<file path="config.mk">
export PLATFORM = sky130hd
export DESIGN_NAME = piso_serial_tx
export DESIGN_NICKNAME = d
export VERILOG_FILES = /design/src/rtl/piso_serial_tx.sv
export SDC_FILE = /design/constraint.sdc
export NUM_CORES = 1
export LEC_CHECK = 0
export CAP_MARGIN = 20
export CORE_ASPECT_RATIO = 1.4
export CORE_UTILIZATION = 43
export CTS_BUF_LIST = sky130_fd_sc_hd__clkbuf_8 sky130_fd_sc_hd__clkbuf_16
export DETAILED_ROUTE_END_ITERATION = 16
export PLACE_DENSITY = 0.85
export SETUP_SLACK_MARGIN = 0.02
export SYNTH_ARGS = -nofsm -noshare
export SYNTH_HDL_FRONTEND = slang
export SYNTH_SLANG_ARGS = --single-unit
</file>
<file path="constraint.sdc">
create_clock -name clk -period 1.5 [get_ports clk]
set_clock_uncertainty 0.2 [all_clocks]
set_input_delay 0.225 -clock clk [delete_from_list [all_inputs] [get_ports clk]]
set_output_delay 0.225 -clock clk [all_outputs]
set_load 0.005 [all_outputs]
</file>
<file path="src/rtl/piso_serial_tx.sv">
// Parallel-in, serial-out transmitter. It accepts a word over a valid/ready handshake
// and shifts it out MSB- or LSB-first, one bit per enabled clock.
module piso_serial_tx #(
  parameter int unsigned WIDTH = 8
) (
  input  logic             clk,
  input  logic             rstn,
  input  logic             in_valid,
  output logic             in_ready,
  input  logic [WIDTH-1:0] in_data,
  input  logic             in_dir,
  input  logic             en,
  output logic             sout,
  output logic             sout_valid,
  output logic             dir,
  output logic             last,
  output logic             busy
);

  localparam int unsigned CW = $clog2(WIDTH);

  typedef enum logic {IDLE, SHIFT} state_t;

  state_t           state, state_nxt;
  logic [WIDTH-1:0] sreg, sreg_nxt;
  logic [CW-1:0]    cnt, cnt_nxt;
  logic             dir_nxt;

  // State register
  always_ff @(posedge clk) begin
    if (!rstn) begin
      state <= IDLE;
      sreg  <= '0;
      cnt   <= '0;
      dir   <= 1'b0;
    end else begin
      state <= state_nxt;
      sreg  <= sreg_nxt;
      cnt   <= cnt_nxt;
      dir   <= dir_nxt;
    end
  end

  // Next-state and handshake/serial outputs
  always_comb begin
    state_nxt  = state;
    sreg_nxt   = sreg;
    cnt_nxt    = cnt;
    dir_nxt    = dir;
    in_ready   = 1'b0;
    sout       = 1'b0;
    sout_valid = 1'b0;
    last       = 1'b0;
    busy       = 1'b0;

    case (state)
      IDLE: begin
        in_ready = 1'b1;
        if (in_valid) begin
          sreg_nxt  = in_data;
          dir_nxt   = in_dir;
          cnt_nxt   = CW'(WIDTH - 1);
          state_nxt = SHIFT;
        end
      end
      SHIFT: begin
        busy       = 1'b1;
        sout       = dir ? sreg[0] : sreg[WIDTH-1];
        sout_valid = en;
        last       = en && (cnt == '0);
        if (en) begin
          if (cnt != '0) begin
            sreg_nxt = dir ? {1'b0, sreg[WIDTH-1:1]} : {sreg[WIDTH-2:0], 1'b0};
            cnt_nxt  = cnt - CW'(1);
          end else begin
            // Final bit: accept the next word in the same cycle for zero-gap frames
            in_ready = 1'b1;
            if (in_valid) begin
              sreg_nxt = in_data;
              dir_nxt  = in_dir;
              cnt_nxt  = CW'(WIDTH - 1);
            end else begin
              state_nxt = IDLE;
            end
          end
        end
      end
      default: state_nxt = IDLE;
    endcase

    // Outputs are quiet during the reset cycle even though state is not yet cleared
    if (!rstn) begin
      in_ready   = 1'b0;
      sout       = 1'b0;
      sout_valid = 1'b0;
      last       = 1'b0;
      busy       = 1'b0;
    end
  end

endmodule

</file>
---- Word-level counts from Yosys, hierarchy flattened ----
Index checks and enable logic that the tools add are counted.
storage, ports and cells
  bits in registers ....................... 13
  latch bits .............................. 0
  memory bits (writable) .................. 0
  bits in read-only memories .............. 0
  bits of input ports ..................... 13
  word-level logic and storage cells ...... 42
  memories ................................ 0
operators by class
  add/sub/neg operators ................... 1
  multipliers ............................. 0
  divide/modulo/power cells ............... 0
  magnitude comparators ................... 0
  eq/ne operators ......................... 2
  shift-type cells ........................ 0
  muxes and demuxes ....................... 30
  bitwise gates (word level) .............. 1
  reduce and logical (&&, ||, !) cells .... 4
operators with widths
  kind                                                                 count
  8-bit two-way mux                                                    4
  1-bit two-way mux                                                    18
  8-bit one-hot mux with 2 select lines                                1
  3-bit two-way mux                                                    3
  1-bit one-hot mux with 2 select lines                                3
  3-bit one-hot mux with 2 select lines                                1
  2-bit inequality test (second input constant)                        2
  3-bit logical NOT                                                    1
  3-bit nonzero test                                                   1
  3-bit by 1-bit subtractor with 3-bit output (second input constant)  1
  2-bit AND reduction                                                  1
  1-bit logical AND                                                    1
  1-bit inverter                                                       1

---- Logic depth before layout (Yosys ltp) ----
Gate-level depths: netlist (run 1).
  word-level depth ........................ 5
  depth in mapped cells ................... 6
  depth with buffers taken out ............ 6

---- Worst setup path before layout (run 1) ----
OpenSTA, ideal clock, no wires.
  path kind ............................... reg2reg
  start point ............................. register cnt[0]
  end point ............................... register sreg[0]
  setup time .............................. 122 ps
  data arrival time ....................... 1249 ps
  data required time ...................... 1178 ps
  setup slack ............................. -71 ps
  stages on the path, launching flop included .. 7
  buffers on the path ..................... 0
  period minus slack after synthesis ...... 1571 ps
  cells stage by stage .................... dfxtp_1 -> inv_1 -> ha_1 -> nand2b_4 -> o21a_1 -> nor2_2 -> a221o_1
between the ends
  word-level cells in the longest chain between the ends .. 4
ends and longest elaborated chain
  element                                line  source
  start, declared                        26    logic [CW-1:0] cnt, cnt_nxt;
  start signal, assigned                 39    cnt <= cnt_nxt;
  3-bit nonzero test                     72    if (cnt != '0) begin
  8-bit two-way mux                      72
  8-bit two-way mux                      71    if (en) begin
  8-bit one-hot mux with 2 select lines  56    case (state)
  end signal, assigned                   38    sreg <= sreg_nxt;
  end, declared                          25    logic [WIDTH-1:0] sreg, sreg_nxt;
No other way between the ends. The select of a mux whose other input is x is not followed.
A chain may end at the register's enable or synchronous reset.

---- Worst setup path in the final report (run 1) ----
  start point ............................. register cnt[1]
  end point ............................... output in_ready
between the ends
  word-level cells in the longest chain between the ends .. 5
ends and longest elaborated chain
  element                                line  source
  3-bit nonzero test                     72
  1-bit two-way mux                      72
  1-bit two-way mux                      71
  1-bit one-hot mux with 2 select lines  56
  1-bit two-way mux                      92    if (!rstn) begin
  end, declared                          9     output logic in_ready,
No other way between the ends.

==> impl_metrics.tcl, run 1 <==
set metrics [dict create \
    viasPerCell 5.53 \
    setup_tns_ps -2100 \
    track_usage_pct 26.6 \
    crit_type "flip-flop to output pin" \
    grt_pass1_wl_mm 3.73 \
    vdd_drop_max_mv 0.693 \
    routabilityCongestion 0.828 \
    final_antenna_net_count 0 \
    power_density_nw_per_um2 854 \
    port_buffers 18 \
    grt_max_degree 13 \
    p_leak_nw 0.556 \
    clock_insertion_delay_worst_skew_ps 240 \
    startpoint_type "flip-flop" \
    syn_area_per_cell_sq_um 9.60 \
    via_count 797 \
    power.share.clock_pct 28.4 \
    finalNetCount 141 \
    clock_path_buffers 2 \
    cts_root_buf "clkbuf_8" \
    p_sw_uw 311 \
    nFillCells 109 \
    fin_cells 144 \
    critPathMaxFanout 2 \
    p_int_uw 777 \
    initial_core_util_pct 48.1 \
    htree_levels 1 \
    rsz0062_at_grt "yes" \
    cts.clk_slew.worst_paths_ps 60 \
    dp_hpwl_mm 1.42 \
    postSynthCellCount 82 \
    drt-initial-drc-count 25 \
    setup_viol 15 \
    status "finished, violations left" \
    max-slew-margin-rel_pct 81.4 \
    swShare_pct 28.5 \
    yosys.area.top_type_share_pct 33.1 \
    hold_path_depth 3 \
    cts-buffers-inserted 3 \
    rr_worst_depth 8 \
    worst_ep_arrival_time_ps 1350 \
    wl_per_cell_um 15.8 \
    drtPass1Iterations 4 \
    dpl.cell_count 132 \
    pwr-share-seq_pct 37.3 \
    critPathRequiredTime_ps 1070 \
    hold_viol 0 \
    cts_tree "built" \
    std_cell_rows 17 \
    floorplan.die.height_um 52.6 \
    synth_top_cell_by_area "dfxtp_1" \
    postLayoutSetupSlackWorst_ps -271 \
    fin_crit_sh_pct 118 \
    first_global_vias 840 \
    drv_slew 0 \
    synth_seq_cells 13 \
    tightestPinTransition_ps 277 \
    synth_nets 97 \
    io_pins 19 \
    drc 0 \
    maxCapViolCount 0 \
    antenna_found_initial 0 \
    hold_buffers 0 \
    cts_num_sinks 13 \
    core_area_sq_um 1640 \
    wl_mm 2.28 \
    synth_warnings 0 \
    n_antenna_cell 0 \
    synth.distinct_cells 31 \
    drive_gt1_share_pct 42.4 \
    netlist_area_sq_um 787 \
    area_growth_pct 61.8 \
    comb_power_share_pct 34.4 \
    synth_seq_area_share_pct 33.1 \
    violations "negative setup slack" \
    overflow 0 \
    die_width_um 38.2 \
    max_freq_mhz 565 \
    synth_area_leaders "dfxtp_1 33%, mux2i_1 14%, a221o_1 6.4%, nand2b_4 3.5%, ha_1 3.2%" \
    die-area_sq_um 2010 \
    layout_min_cycle_time_ps 1770 \
    endpoint_kind "output pin" \
    hp-class "input port to flip-flop" \
]
## repair_timing
| item | 4_1_cts | 5_1_grt |
|---|---|---|
| endpoints found under the setup margin | 18 | 16 |
| pin swaps | 14 | 4 |
| gates resized for setup | 40 | 3 |
| gates cloned | 0 | 0 |
| buffers inserted | 8 | 1 |
## worst paths after layout
kind	to	slack (ps)	startpoint
worst min register to register	sreg[6]	350	sreg[6]
worst max-delay path	in_ready	-270	cnt[1]
worst min-delay path	dir	340	in_dir
worst max register to register	sreg[0]	-210	cnt[1]
## critical path: stages, from the launching register on
cell      delay (ps)
dfxtp_2          330
inv_2             70
ha_4             140
nand2b_4          60
o21a_4           190
and2b_1          200
buf_2            110
## power groups by stage
stage          Clock (mW)  Sequential, mW  Combinational [mW]
6_report            0.309           0.405               0.374
5_1_grt             0.329           0.409               0.402
4_1_cts             0.315           0.401               0.360
3_5_place_dp            0           0.408               0.298
3_3_place_gp            0           0.406               0.288
2_1_floorplan           0           0.401               0.173
## cells by family (layout without fill, tap and decap cells)
logic type      count (synthesis)  in the layout  share of synthesized area, %
flops                          13             13                          33.1
mux                            12             12                          15.9
simple gates                   27             27                          21.0
compound gates                 19             19                          20.7
xor+xnor                        1              1                          1.11
fa+ha+maj                       2              2                          3.18
buf+inv                         8             51                          5.09
## flip-flops by register name, summed over array words and instances, names as in the netlist
name	count
sreg	8
state	1
dir	1
cnt	3
## per-stage QoR
step | hold slack [ps] | area (sq um) | worst slack (ps) | utilization (%) | total power [mW]
floorplan | 163 | 807 | 33.5 | - | 0.574
global placement | 304 | 1110 | -591 | 68.0 | 0.694
detailed placement | 317 | 1110 | -591 | 68.0 | 0.706
CTS | 326 | 1270 | -237 | 77.3 | 1.08
global route | 354 | 1270 | -298 | 77.8 | 1.14
finish | 339 | 1270 | -271 | 77.8 | 1.09
## per-layer routing
metal	vias up	part of all wire [%]	GRT usage [%]
li1	386	-	-
met1	379	41	29.0
met2	28	54	48.9
met3	4	4.5	4.68
met4	0	0.79	9.52
met5	-	0	0
## layout by cell type (no fill, tap or decap), drive strengths merged
cell type	instances
clkdlybuf4s15	1
o221a	2
dlygate4sd2	3
xnor2	1
nand2b	2
mux2	1
o22ai	1
and2b	1
nand3b	1
nand4	1
nor2	7
clkbuf	3
o221ai	1
dfxtp	13
a21oi	2
inv	5
and2	2
ha	2
o21a	4
nor2b	4
o31ai	1
nand2	4
and3	2
buf	29
a21boi	2
mux2i	11
a221o	5
o21ai	1
nand3	3
clkdlybuf4s50	10
## area by class of cell
type | instances | area [sq um] | share of cell area (%)
clock inverters | 1 | 3.75 | 0.295
multi-input cells | 61 | 564 | 44.3
flip-flops and latches | 13 | 267 | 20.9
inverters | 4 | 15.0 | 1.18
well taps | 19 | 23.8 | 1.87
repair buffers | 43 | 359 | 28.2
clock buffers | 3 | 41.3 | 3.24
## cells in the mapped netlist
cell and instances:
dfxtp_1 13, mux2i_1 11, nor2_1 6, a221o_1 5
inv_1 4, nand2_1 4, nand3_1 3, nor2b_1 3
o21a_1 3, a21boi_0 2, a21oi_1 2, and2_1 2
and3_1 2, buf_2 2, ha_1 2, nand2b_4 2
o221a_2 2, and2b_1 1, buf_6 1, clkbuf_1 1
mux2_4 1, nand3b_1 1, nand4_1 1, nor2_2 1
nor2b_4 1, o21a_4 1, o21ai_0 1, o221ai_1 1
o22ai_1 1, o31ai_1 1, xnor2_1 1
Note: power is estimated with default switching activity, not from simulation.
==> inputs of run 2 (changes only) <==
--- a/config.mk
+++ b/config.mk
@@ -12,6 +12,7 @@
 export DETAILED_ROUTE_END_ITERATION = 16
 export PLACE_DENSITY = 0.85
 export SETUP_SLACK_MARGIN = 0.02
+export SKIP_CTS_REPAIR_TIMING = 1
 export SYNTH_ARGS = -nofsm -noshare
 export SYNTH_HDL_FRONTEND = slang
 export SYNTH_SLANG_ARGS = --single-unit
==> run 2 against run 1 <==
Against the previous run: the flow still finishes with violations (negative setup slack); utilization is 0.92 points lower; clock power hardly changed; worst setup slack better by 25 ps; sequential share of layout area is 0.35 points higher; die area stayed put; wire length is 0.40% lower; combinational power is 5.6% lower; worst hold slack worse by 16 ps; final cell count is 2.8% lower; critical path type unchanged; largest power group unchanged; highest routed layer unchanged.
==> impl_metrics.tcl, run 2 (same netlist as run 1, synthesis figures left out) <==
set metrics [dict create \
    wl_per_cell_um 16.2 \
    via_count 794 \
    status "finished, violations left" \
    viasPerCell 5.67 \
    cts_tree "built" \
    worst_ep_arrival_time_ps 1320 \
    dp_hpwl_mm 1.42 \
    final_antenna_net_count 0 \
    drc 0 \
    postLayoutSetupSlackWorst_ps -246 \
    power_density_nw_per_um2 849 \
    track_usage_pct 22.7 \
    drtPass1Iterations 4 \
    timing.rr.end "sreg[7]" \
    largest-register "sreg" \
    area_growth_pct 59.9 \
    drt-initial-drc-count 28 \
    grt_max_degree 13 \
    min-delay-start "en" \
    cpPeakStageDelay_ps 320 \
    hold_viol 0 \
    totalPowerFinal_mw 1.07 \
    max_freq_mhz 573 \
    timing.rr.start "cnt[1]" \
    std_cell_rows 17 \
    final_common_cell "buf_4" \
    p_leak_nw 0.591 \
    cts_root_buf "clkbuf_8" \
    wl_mm 2.27 \
    clock_insertion_delay_worst_skew_ps 250 \
    maxCapViolCount 0 \
    rsz0062_at_grt "yes" \
    htree_levels 1 \
    fin_cells 140 \
    grt_pass1_wl_mm 3.24 \
    regArea_sq_um 268 \
    floorplan.die.height_um 52.6 \
    whs_endpoint "cnt[2]" \
    top_regs "sreg x8, cnt x3" \
    setup_viol 12 \
    port_buffers 18 \
    critPathRequiredTime_ps 1070 \
    crit_chain "inv_2 -> ha_4 -> nand2b_4 -> o21a_4 -> and2b_1 -> clkbuf_2" \
    drv_slew 0 \
    hold_path_depth 5 \
    fin_util_pct 76.9 \
    cts-buffers-inserted 3 \
    die-area_sq_um 2010 \
    drive_gt1_share_pct 39.7 \
    first_global_vias 754 \
    finalNetCount 137 \
    largest_register_ffs 8 \
    postLayoutCellArea_sq_um 1260 \
    critPathMaxFanout 2 \
    startpoint_type "flip-flop" \
    cts_num_sinks 13 \
    dpl.cell_count 132 \
    crit_buf_inv 2 \
    mostFrequentLayoutCells "17 x buf_4, 11 x mux2i_1, 10 x clkdlybuf4s50_1, 9 x dfxtp_1, 6 x nor2_1" \
    n_antenna_cell 0 \
    cts.clk_slew.worst_paths_ps 60 \
    endpoint_kind "output pin" \
    cp_top_family "flip-flops" \
    vdd_drop_max_mv 0.706 \
    violations "negative setup slack" \
    crit_type "flip-flop to output pin" \
    tightestPinTransition_ps 332 \
    rr_worst_depth 8 \
    core_area_sq_um 1640 \
    antenna_found_initial 0 \
    nFillCells 102 \
    r2r_slack_ps -220 \
    routabilityCongestion 0.828 \
    overflow 0 \
    initial_core_util_pct 48.1 \
    die_width_um 38.2 \
    hp-class "input port to flip-flop" \
    fin_crit_sh_pct 116 \
    clock_path_buffers 2 \
    layout_min_cycle_time_ps 1750 \
    place_area_sq_um 1110 \
    io_pins 19 \
    max-slew-margin-rel_pct 77.7 \
    cpMaxStageDelayCell "dfxtp_2" \
    multi_input_area_sq_um 557 \
]
==> run 2: changes by cell type in the layout (fill, tap and decap cells not counted), moves of 2 or more <==
cell,delta
buf_4,-4
dlygate4sd2_1,-3
buf_2,-2
dlymetal6s2s_1,+5
==> run 2: stage by stage <==
step | setup TNS, ps | hold slack (ps) | worst slack [ps]
5_1_grt | -2420 | 334 | -296
3_3_place_gp | -5740 | 304 | -591
3_5_place_dp | -5840 | 317 | -591
2_1_floorplan | 0 | 163 | 33.5
4_1_cts | -4240 | 326 | -702
6_report | -1840 | 322 | -246
==> run 2: worst max-delay path by stage <==
stage | end | from | cells after the start | slack (ps)
2_1_floorplan | sreg[0] | cnt[1] | 6 | 30
3_3_place_gp | in_ready | en | 5 | -590
3_5_place_dp | in_ready | en | 5 | -590
4_1_cts | in_ready | cnt[1] | 6 | -700
5_1_grt | sreg[7] | cnt[1] | 8 | -300
6_report | in_ready | cnt[1] | 6 | -250
==> run 2: final cells by class <==
class	instances	area share, %
clock buffers	3	3.28
well taps	19	1.89
multi-input cells	61	44.2
clock inverters	1	0.298
repair buffers	39	27.8
inverters	4	1.19
flip-flops and latches	13	21.3
==> run 2: worst reg2reg max path, delay by kind of cell (launching register included) <==
family,cells,cell delay [ps]
buf+inv,3,270
fa+ha+maj,1,160
compound gates,2,550
flops,1,330
simple gates,2,160
==> run 2: metal layers <==
metal	wire, um	global-route usage [%]	part of all wire (%)
met1	876	26.2	39
met2	1250	39.8	55
met3	111	3.83	4.9
met4	33	8.93	1.5
met5	0	0	0
==> run 2: power by group <==
part           switching (mW)  internal [mW]
clock network           0.131          0.181
logic                   0.149          0.204
registers              0.0247          0.378
total                   0.305          0.763
